**config.mk**
```make
export PLATFORM = sky130hd
export DESIGN_NAME = imm_extend_pipe_flat
export DESIGN_NICKNAME = d
export VERILOG_FILES = /design/src/rtl/imm_extend_pipe_if.sv /design/src/rtl/imm_extend_pipe.sv /design/src/flat_wrapper.sv
export SDC_FILE = /design/constraint.sdc
export NUM_CORES = 1
export LEC_CHECK = 0
export CAP_MARGIN = 20
export CORE_MARGIN = 1.5
export CORE_UTILIZATION = 45
export CTS_BUF_LIST = sky130_fd_sc_hd__clkbuf_4 sky130_fd_sc_hd__clkbuf_8
export DETAILED_ROUTE_END_ITERATION = 8
export PLACE_DENSITY_LB_ADDON = 0.1
export SYNTH_ARGS = -nofsm -noshare
export SYNTH_HDL_FRONTEND = slang
export SYNTH_SLANG_ARGS = --single-unit
```
**constraint.sdc**
```tcl
create_clock -name clk -period 1.39 [get_ports clk]
set_input_delay 0.139 -clock clk [delete_from_list [all_inputs] [get_ports clk]]
set_output_delay 0.139 -clock clk [all_outputs]
set_load 0.01 [all_outputs]
```
**src/rtl/imm_extend_pipe_if.sv**
```systemverilog
// rtl/imm_extend_pipe_if.sv - instruction-in / immediate-out stream bundle for imm_extend_pipe
interface imm_extend_pipe_if #(
    parameter int DATA_W  = 64,
    parameter int INSTR_W = 32
);
    logic               in_valid;
    logic               in_ready;
    logic [INSTR_W-1:0] in_instr;
    logic [2:0]         in_fmt;
    logic               out_valid;
    logic               out_ready;
    logic [DATA_W-1:0]  out_imm;
    logic               out_err;

    // Producer of instructions and consumer of immediates (decode stage / bench side)
    modport master (
        output in_valid,
        input  in_ready,
        output in_instr,
        output in_fmt,
        input  out_valid,
        output out_ready,
        input  out_imm,
        input  out_err
    );

    // The extender itself
    modport slave (
        input  in_valid,
        output in_ready,
        input  in_instr,
        input  in_fmt,
        output out_valid,
        input  out_ready,
        output out_imm,
        output out_err
    );
endinterface

```
**src/rtl/imm_extend_pipe.sv**
```systemverilog
// rtl/imm_extend_pipe.sv - LEGv8 immediate extender with registered output and skid slot; define SHIFT2_EN for byte-offset B/CB results
module imm_extend_pipe #(
    parameter int DATA_W  = 64,
    parameter int INSTR_W = 32
) (
    input  logic               clk,
    input  logic               reset,
    imm_extend_pipe_if.slave   bus
);

    localparam logic [2:0] FMT_D  = 3'b000;
    localparam logic [2:0] FMT_I  = 3'b001;
    localparam logic [2:0] FMT_B  = 3'b010;
    localparam logic [2:0] FMT_CB = 3'b011;
    localparam logic [2:0] FMT_IW = 3'b100;

    generate
        if (INSTR_W != 32) begin : g_bad_instr_w
            $error("imm_extend_pipe: INSTR_W must be 32");
        end
        if (DATA_W != 32 && DATA_W != 64) begin : g_bad_data_w
            $error("imm_extend_pipe: DATA_W must be 32 or 64");
        end
    endgenerate

    // Decode is done at a fixed 64-bit width and truncated at the end,
    // so the DATA_W=32 build shares the same field logic.
    logic [63:0]        w_ext;
    logic               w_err;
    logic [1:0]         w_hw;
    logic [DATA_W-1:0]  w_imm;
    logic               w_accept;
    logic               w_consume;
    logic               w_unused_bits;

    logic               r_out_valid;
    logic [DATA_W-1:0]  r_out_imm;
    logic               r_out_err;
    logic               r_skid_full;
    logic [DATA_W-1:0]  r_skid_imm;
    logic               r_skid_err;

    assign w_hw          = bus.in_instr[22:21];
    assign w_unused_bits = ^{bus.in_instr[INSTR_W-1:26], w_ext};

    // Field extraction and extension for the selected format
    always_comb begin
        w_ext = 64'd0;
        w_err = 1'b0;
        case (bus.in_fmt)
            FMT_D:  w_ext = {{55{bus.in_instr[20]}}, bus.in_instr[20:12]};
            FMT_I:  w_ext = {52'd0, bus.in_instr[21:10]};
            FMT_B:  w_ext = {{38{bus.in_instr[25]}}, bus.in_instr[25:0]};
            FMT_CB: w_ext = {{45{bus.in_instr[23]}}, bus.in_instr[23:5]};
            FMT_IW: begin
                // A 32-bit datapath cannot hold halfword slots 2 and 3.
                if (DATA_W == 32 && w_hw[1]) begin
                    w_err = 1'b1;
                end else begin
                    w_ext = {48'd0, bus.in_instr[20:5]} << {w_hw, 4'b0000};
                end
            end
            default: w_err = 1'b1;
        endcase
`ifdef SHIFT2_EN
        // Branch offsets become byte offsets here instead of in the target adder.
        if (bus.in_fmt == FMT_B || bus.in_fmt == FMT_CB) begin
            w_ext = {w_ext[61:0], 2'b00};
        end
`else
        // Branch offsets stay in words; the target adder scales them.
`endif
    end

    assign w_imm     = w_ext[DATA_W-1:0];

    // in_ready depends only on the skid slot, never on out_ready.
    assign w_accept  = bus.in_valid & ~r_skid_full;
    assign w_consume = r_out_valid & bus.out_ready;

    // Output register and skid slot: strict FIFO order, skid drains into OUT first
    always_ff @(posedge clk) begin
        if (reset) begin
            r_out_valid <= 1'b0;
            r_out_imm   <= '0;
            r_out_err   <= 1'b0;
            r_skid_full <= 1'b0;
            r_skid_imm  <= '0;
            r_skid_err  <= 1'b0;
        end else if (w_consume && r_skid_full) begin
            // No accept is possible here because in_ready was low.
            r_out_imm   <= r_skid_imm;
            r_out_err   <= r_skid_err;
            r_skid_full <= 1'b0;
        end else if (w_accept && (!r_out_valid || w_consume)) begin
            r_out_valid <= 1'b1;
            r_out_imm   <= w_imm;
            r_out_err   <= w_err;
        end else if (w_accept) begin
            // OUT is held by backpressure; park the new result.
            r_skid_full <= 1'b1;
            r_skid_imm  <= w_imm;
            r_skid_err  <= w_err;
        end else if (w_consume) begin
            // Drained with nothing behind it; imm/err keep their last values.
            r_out_valid <= 1'b0;
        end
    end

    assign bus.in_ready  = ~r_skid_full;
    assign bus.out_valid = r_out_valid;
    assign bus.out_imm   = r_out_imm;
    assign bus.out_err   = r_out_err;

endmodule

```
**src/flat_wrapper.sv**
```systemverilog
// flat-port wrapper written by rule: the top's interface ports become plain ports
module imm_extend_pipe_flat 
#(
    parameter int DATA_W  = 64,
    parameter int INSTR_W = 32
)
  (clk, reset, bus_in_valid, bus_in_ready, bus_in_instr, bus_in_fmt, bus_out_valid, bus_out_ready, bus_out_imm, bus_out_err);
  imm_extend_pipe_if #(.DATA_W(DATA_W), .INSTR_W(INSTR_W)) bus_i ();
  input  logic clk;
  input  logic reset;
  input wire logic [$bits(bus_i.in_valid)-1:0] bus_in_valid;
  output wire logic [$bits(bus_i.in_ready)-1:0] bus_in_ready;
  input wire logic [$bits(bus_i.in_instr)-1:0] bus_in_instr;
  input wire logic [$bits(bus_i.in_fmt)-1:0] bus_in_fmt;
  output wire logic [$bits(bus_i.out_valid)-1:0] bus_out_valid;
  input wire logic [$bits(bus_i.out_ready)-1:0] bus_out_ready;
  output wire logic [$bits(bus_i.out_imm)-1:0] bus_out_imm;
  output wire logic [$bits(bus_i.out_err)-1:0] bus_out_err;
  assign bus_i.in_valid = bus_in_valid;
  assign bus_in_ready = bus_i.in_ready;
  assign bus_i.in_instr = bus_in_instr;
  assign bus_i.in_fmt = bus_in_fmt;
  assign bus_out_valid = bus_i.out_valid;
  assign bus_i.out_ready = bus_out_ready;
  assign bus_out_imm = bus_i.out_imm;
  assign bus_out_err = bus_i.out_err;
  imm_extend_pipe #(.DATA_W(DATA_W), .INSTR_W(INSTR_W)) u_core (.clk(clk), .reset(reset), .bus(bus_i));
endmodule
```
* Yosys cells after proc, flatten, opt, wreduce, memory -nomap -nowiden
Index checks and enable logic that the tools add are counted. Widths: inputs -> output; s select.
Word-level totals: bits in registers 132, bits of input ports 39, output and inout bits 67, logic and storage cells 38
Cells by class: eq/ne operators 5, shift operators 1, mux-type cells 9, bitwise operators 5, reductions and logical operators 12
Operators with widths (number):
- $pmux 64 s5 | 1
- $mux 64 | 2
- $shl 16x6->64 | 1
- $eq 3x2->1 const B | 2
- $mux 1 | 6
- $reduce_and 3->1 | 2
- $reduce_or 5->1 | 1
- $reduce_bool 2->1 | 2
- $eq 3x1->1 const B | 1
- $eq 3x3->1 const B | 1
- $logic_not 3->1 | 1
- $not 1->1 | 3
- $and 1x1->1 | 2
- $logic_and 1x1->1 | 2
- $ne 2x2->1 const B | 1
- $reduce_and 2->1 | 1
- $reduce_or 2->1 | 1
- $logic_not 1->1 | 1
- $logic_or 1x1->1 | 1

* Longest topological paths before layout
Gate-level depths: netlist of the first run.
depth in word-level cells 5, gate-level depth with buffers 7, depth with buffers taken out 4

* Worst setup path after synthesis of the first run
No wires, ideal clock.
kind register -> register, start point reg u_core.r_out_valid, in the netlist u_core.bus.out_valid, end point reg u_core.r_out_imm[10], in the netlist u_core.bus.out_imm[10], setup time 0.065 ns, arrival time 1.488 ns, required time 1.325 ns, slack -0.164 ns, stages on the path, launching flop included 7, path buffers 2, period minus slack after synthesis 1.554 ns, path through dfxtp_1 -> and3_1 -> a21o_1 -> buf_2 -> buf_1 -> o221ai_1 -> nor2_1
On the way: word-level cells in the longest chain between the ends 4, elaborated cells on any way between the ends 7, classes of those cells mux: 1; bitwise: 1; reduce/logical: 5
RTL lines:
- from (decl) | line imm_extend_pipe.sv:36 | logic r_out_valid;
- from (signal assigned) | line imm_extend_pipe.sv:84 | r_out_valid <= 1'b0;
- from (signal assigned) | line imm_extend_pipe.sv:96 | r_out_valid <= 1'b1;
- from (signal assigned) | line imm_extend_pipe.sv:106 | r_out_valid <= 1'b0;
- $and 1x1->1 or $logic_not 1->1 (tied branches) | line imm_extend_pipe.sv:79, imm_extend_pipe.sv:95
- $logic_or 1x1->1 | line imm_extend_pipe.sv:95 | end else if (w_accept && (!r_out_valid || w_consume)) begin
- $logic_and 1x1->1 | line imm_extend_pipe.sv:95
- $reduce_bool 2->1 (no line)
- to (signal assigned) | line imm_extend_pipe.sv:92 | r_out_imm <= r_skid_imm;
- to (signal assigned) | line imm_extend_pipe.sv:97 | r_out_imm <= w_imm;
- to (decl) | line imm_extend_pipe.sv:37 | logic [DATA_W-1:0] r_out_imm;
Parallel ways exist; a longest one is shown, timed or not. A chain may end at the register's enable or synchronous reset.

* Final worst setup path of the first run
start point reg u_core.r_skid_full, end point reg u_core.r_skid_imm[5]
On the way: word-level cells in the longest chain between the ends 5, elaborated cells on any way between the ends 7, classes of those cells bitwise: 4; reduce/logical: 3
RTL lines:
- from (decl) | line imm_extend_pipe.sv:39 | logic r_skid_full;
- from (signal assigned) | line imm_extend_pipe.sv:87 | r_skid_full <= 1'b0;
- from (signal assigned) | line imm_extend_pipe.sv:94 | r_skid_full <= 1'b0;
- from (signal assigned) | line imm_extend_pipe.sv:101 | r_skid_full <= 1'b1;
- $not 1->1 | line imm_extend_pipe.sv:78 | assign w_accept = bus.in_valid & ~r_skid_full;
- $and 1x1->1 | line imm_extend_pipe.sv:78
- $logic_and 1x1->1 | line imm_extend_pipe.sv:95
- $not 1->1 (no line)
- $reduce_and 3->1 (no line) (*)
- to (signal assigned) | line imm_extend_pipe.sv:102 | r_skid_imm <= w_imm;
- to (decl) | line imm_extend_pipe.sv:40 | logic [DATA_W-1:0] r_skid_imm;
Mark *: on every way between the ends. The rest lies on a longest branch, timed or not.

==> impl_metrics.py, run 1 <==
metrics = {
    "floorplanning": {
        "ios": 106,
        "die_x_um": 121,
        "fp.dieArea_sq_um": 14700,
        "core_sq_um": 13800,
        "die_y_um": 121,
        "start_util_pct": 45.7,
        "rows": 43,
    },
    "clock_tree": {
        "clock_latency_ns": 0.45,
        "clockRootBuffer": "clkbuf_8",
        "clkTransAtPathRegs_ns": 0.07,
        "tritoncts": "yes",
        "cts_sinks": 132,
        "hold_buffers": 0,
        "cts_buffers": 17,
        "htreeDepth": 4,
        "cts.path.max_buffers": 2,
    },
    "layout": {
        "final_area_sq_um": 9780,
        "drive_above_1_share_pct": 32.1,
        "antenna_cells": 0,
        "syn_to_final_growth_pct": 55.3,
        "fin_nets": 970,
    },
    "grt": {
        "grt_pass1_vias": 6607,
        "grt_pass1_wl_um": 35900,
        "grt_antenna_before_repair": 0,
        "grt_usage_pct": 31.8,
        "overflow": 0,
        "grt_max_degree": 44,
    },
    "yosys": {
        "syn_area_sq_um": 6300,
        "ys_seq_area_share_pct": 42.0,
        "ys_ff_latch": 132,
        "synthesis.nets": 801,
        "postSynthCellCount": 762,
        "synth.avg_cell_area_sq_um": 8.27,
        "yosys_warnings": 0,
        "yosysUniqueCellTypes": 45,
    },
    "pwr": {
        "leakage_nw": 3.96,
        "powerDensity_nw_per_um2": 976,
        "ir_drop_uv": 582,
    },
    "worst_setup_path": {
        "cp_top_family": "simple AND/OR/NAND/NOR gates",
        "cp.required_ns": 1.72,
        "crit_path_max_incr_delay_ns": 0.37,
        "critPathLaunchType": "flop",
        "cp-end-kind": "flop",
        "crit_type": "reg -> reg",
        "worst_ep_arrival_time_ns": 1.85,
        "slowest_stage": "dfxtp_4",
        "cp_num_buf_inv": 1,
        "crit_fanout": 21,
        "crit_chain": "nand4bb_2, buf_8, a221oi_1, nor3_2",
    },
    "detailed_routing": {
        "drtIter0Drc": 886,
        "vias_per_cell": 6.53,
        "route.detailed.drc": 0,
        "wl_per_cell_um": 23.5,
        "first_pass_iters": 8,
        "ant_nets": 0,
        "routed_wl_um": 26300,
        "via_count": 7314,
    },
    "sta": {
        "setup_violations": 113,
        "fin_ws_ns": -0.131,
        "holdWs_ns": 0.188,
        "final_max_slew_viol_count": 0,
        "fin_crit_sh_pct": 109,
        "worst_slew_pin_slew_ns": 0.528,
        "rsz0062_at_grt": "yes",
        "period_needed_ns": 1.52,
        "timing.fmax_ghz": 0.658,
        "skew_ns": 0.0102,
        "hold_violations": 0,
        "relSlewSlack_pct": 64.4,
    },
    "place": {
        "gp_congestion": 0.893,
        "numPortBuffers": 99,
        "preCtsSetupSlack_ns": -0.721,
        "placed_cell_area_sq_um": 8190,
        "dp_hpwl_um": 14400,
    },
    "hold_path": {
        "hold_path_class": "in -> reg",
    },
    "flow_run": {
        "drv_cap": 0,
    },
    "run_status": {
        "violations": "negative setup slack",
        "status": "finished, violations left",
    },
}
state kept, by name, indices dropped and copies added, names as in the netlist:
| signal | flops |
|---|---|
| u_core.bus.out_err | 1 |
| u_core.bus.out_imm | 64 |
| u_core.bus.out_valid | 1 |
| u_core.r_skid_err | 1 |
| u_core.r_skid_full | 1 |
| u_core.r_skid_imm | 64 |
path summary, 6_finish.rpt:
check	startpoint	to	slack, ns	cells past startpoint
hold reg to reg	u_core.r_skid_imm[19]$_SDFFE_PP0P_	u_core.r_skid_imm[19]$_SDFFE_PP0P_	0.46	2
setup / recovery	u_core.r_skid_full$_SDFFE_PP0P_	u_core.r_skid_imm[5]$_SDFFE_PP0P_	-0.13	4
setup reg to reg	u_core.r_skid_full$_SDFFE_PP0P_	u_core.r_skid_imm[5]$_SDFFE_PP0P_	-0.13	4
hold / removal	reset	u_core.r_skid_imm[20]$_SDFFE_PP0P_	0.19	3
area by class of cell:
type,instances,area (sq um)
Multi-Input combinational cell,527,3880
Fill cell,1023,3990
Clock inverter,4,51.3
Tap cell,180,225
Sequential cell,132,2650
Timing Repair Buffer,245,2640
Inverter,8,30.0
Clock buffer,24,305
stage by stage:
step / total power, mW / cells / TNS (ns) / utilization (%)
after global placement: 6.11 / 1058 / -75.59 / 59.4
after floorplan: 5.17 / 762 / -0.235 / -
after detailed placement: 6.15 / 1058 / -82.49 / 59.4
after global routing: 9.86 / 1120 / -10.79 / 71.0
final: 9.55 / 1120 / -6.40 / 71.0
after CTS: 9.16 / 1099 / -1.13 / 63.8
timing repair:
item,in CTS,in global routing
endpoints found under the hold margin,0,0
gates resized for setup,102,137
setup endpoints to repair,195,118
setup buffers,7,7
cloned,6,15
pin swaps,8,35
cells in the final DEF, fill, tap and decap left out, drive strengths merged, types with 2 or more instances in the layout:
| cell | count |
|---|---|
| a211o | 3 |
| a211oi | 68 |
| a21o | 2 |
| a21oi | 35 |
| a221oi | 34 |
| a22o | 3 |
| a22oi | 2 |
| a2bb2oi | 19 |
| and4 | 2 |
| buf | 134 |
| clkbuf | 37 |
| clkdlybuf4s50 | 27 |
| clkinv | 2 |
| dfxtp | 132 |
| dlygate4sd2 | 71 |
| inv | 8 |
| mux2i | 16 |
| nand2 | 49 |
| nand2b | 7 |
| nand3 | 5 |
| nand3b | 9 |
| nor2 | 109 |
| nor2b | 3 |
| nor3 | 58 |
| o21ai | 48 |
| o221ai | 39 |
| o22ai | 2 |
| o32ai | 2 |
| or3b | 2 |
metal layers:
metal / vias up / global-route usage [%] / wire length (um)
met2: 478 / 51.1 / 12300
met3: 138 / 6.30 / 2430
met1: 3509 / 41.2 / 9940
li1: 3189 / - / -
met4: 0 / 14.6 / 1580
met5: - / 0 / 0
synthesized netlist by cell type, drive strengths merged:
cell type / n / area, sq um
mux2i: 16 / 160
a21o: 2 / 15.0
buf: 29 / 166
nand2: 49 / 184
o221ai: 39 / 342
and4: 2 / 17.5
clkbuf: 66 / 249
a22oi: 2 / 15.0
and3b: 1 / 8.76
dfxtp: 132 / 2640
or2: 1 / 6.26
a211o: 3 / 26.3
a32o: 1 / 10.0
nand4bb: 1 / 11.3
or4b: 1 / 13.8
nor4: 1 / 21.3
o21ai: 48 / 240
a2bb2oi: 19 / 166
a21oi: 35 / 183
a22o: 3 / 26.3
nor2b: 3 / 18.8
o32ai: 2 / 17.5
a221oi: 34 / 298
nand3b: 9 / 67.6
a211oi: 68 / 510
inv: 8 / 30.0
nor2: 109 / 412
o22ai: 2 / 32.5
a32oi: 1 / 8.76
or3b: 2 / 17.5
nand2b: 7 / 43.8
a311oi: 1 / 8.76
nor3b: 1 / 7.51
nand3: 5 / 25.0
nor3: 58 / 290
and3: 1 / 6.26
worst reg2reg max path, cell delays in order (launching register included):
cell       delay, ns
dfxtp_4         0.37
nand4bb_2       0.33
buf_8           0.25
a221oi_1        0.38
nor3_2          0.07
cells by family after synthesis:
logic type | count (synthesis) | share of synthesized area, %
buffers and inverters | 103 | 7.07
and+or+nand+nor | 251 | 18.3
muxes | 16 | 2.54
DFF | 132 | 42.0
AOI/OAI and AO/OA | 260 | 30.2
report_power, final:
part	leakage (nW)	switching, mW	internal [mW]
registers	1.08	0.165	4.02
logic	2.69	1.24	1.08
clock network	0.185	1.45	1.59
Note: power is estimated with default switching activity, not from simulation.
==> run 2, diff against run 1 <==
GPL_ROUTABILITY_DRIVEN = 1   (was unset)
==> results of run 2 <==
The final DEF is identical to that of run 1; final timing and power are the same.
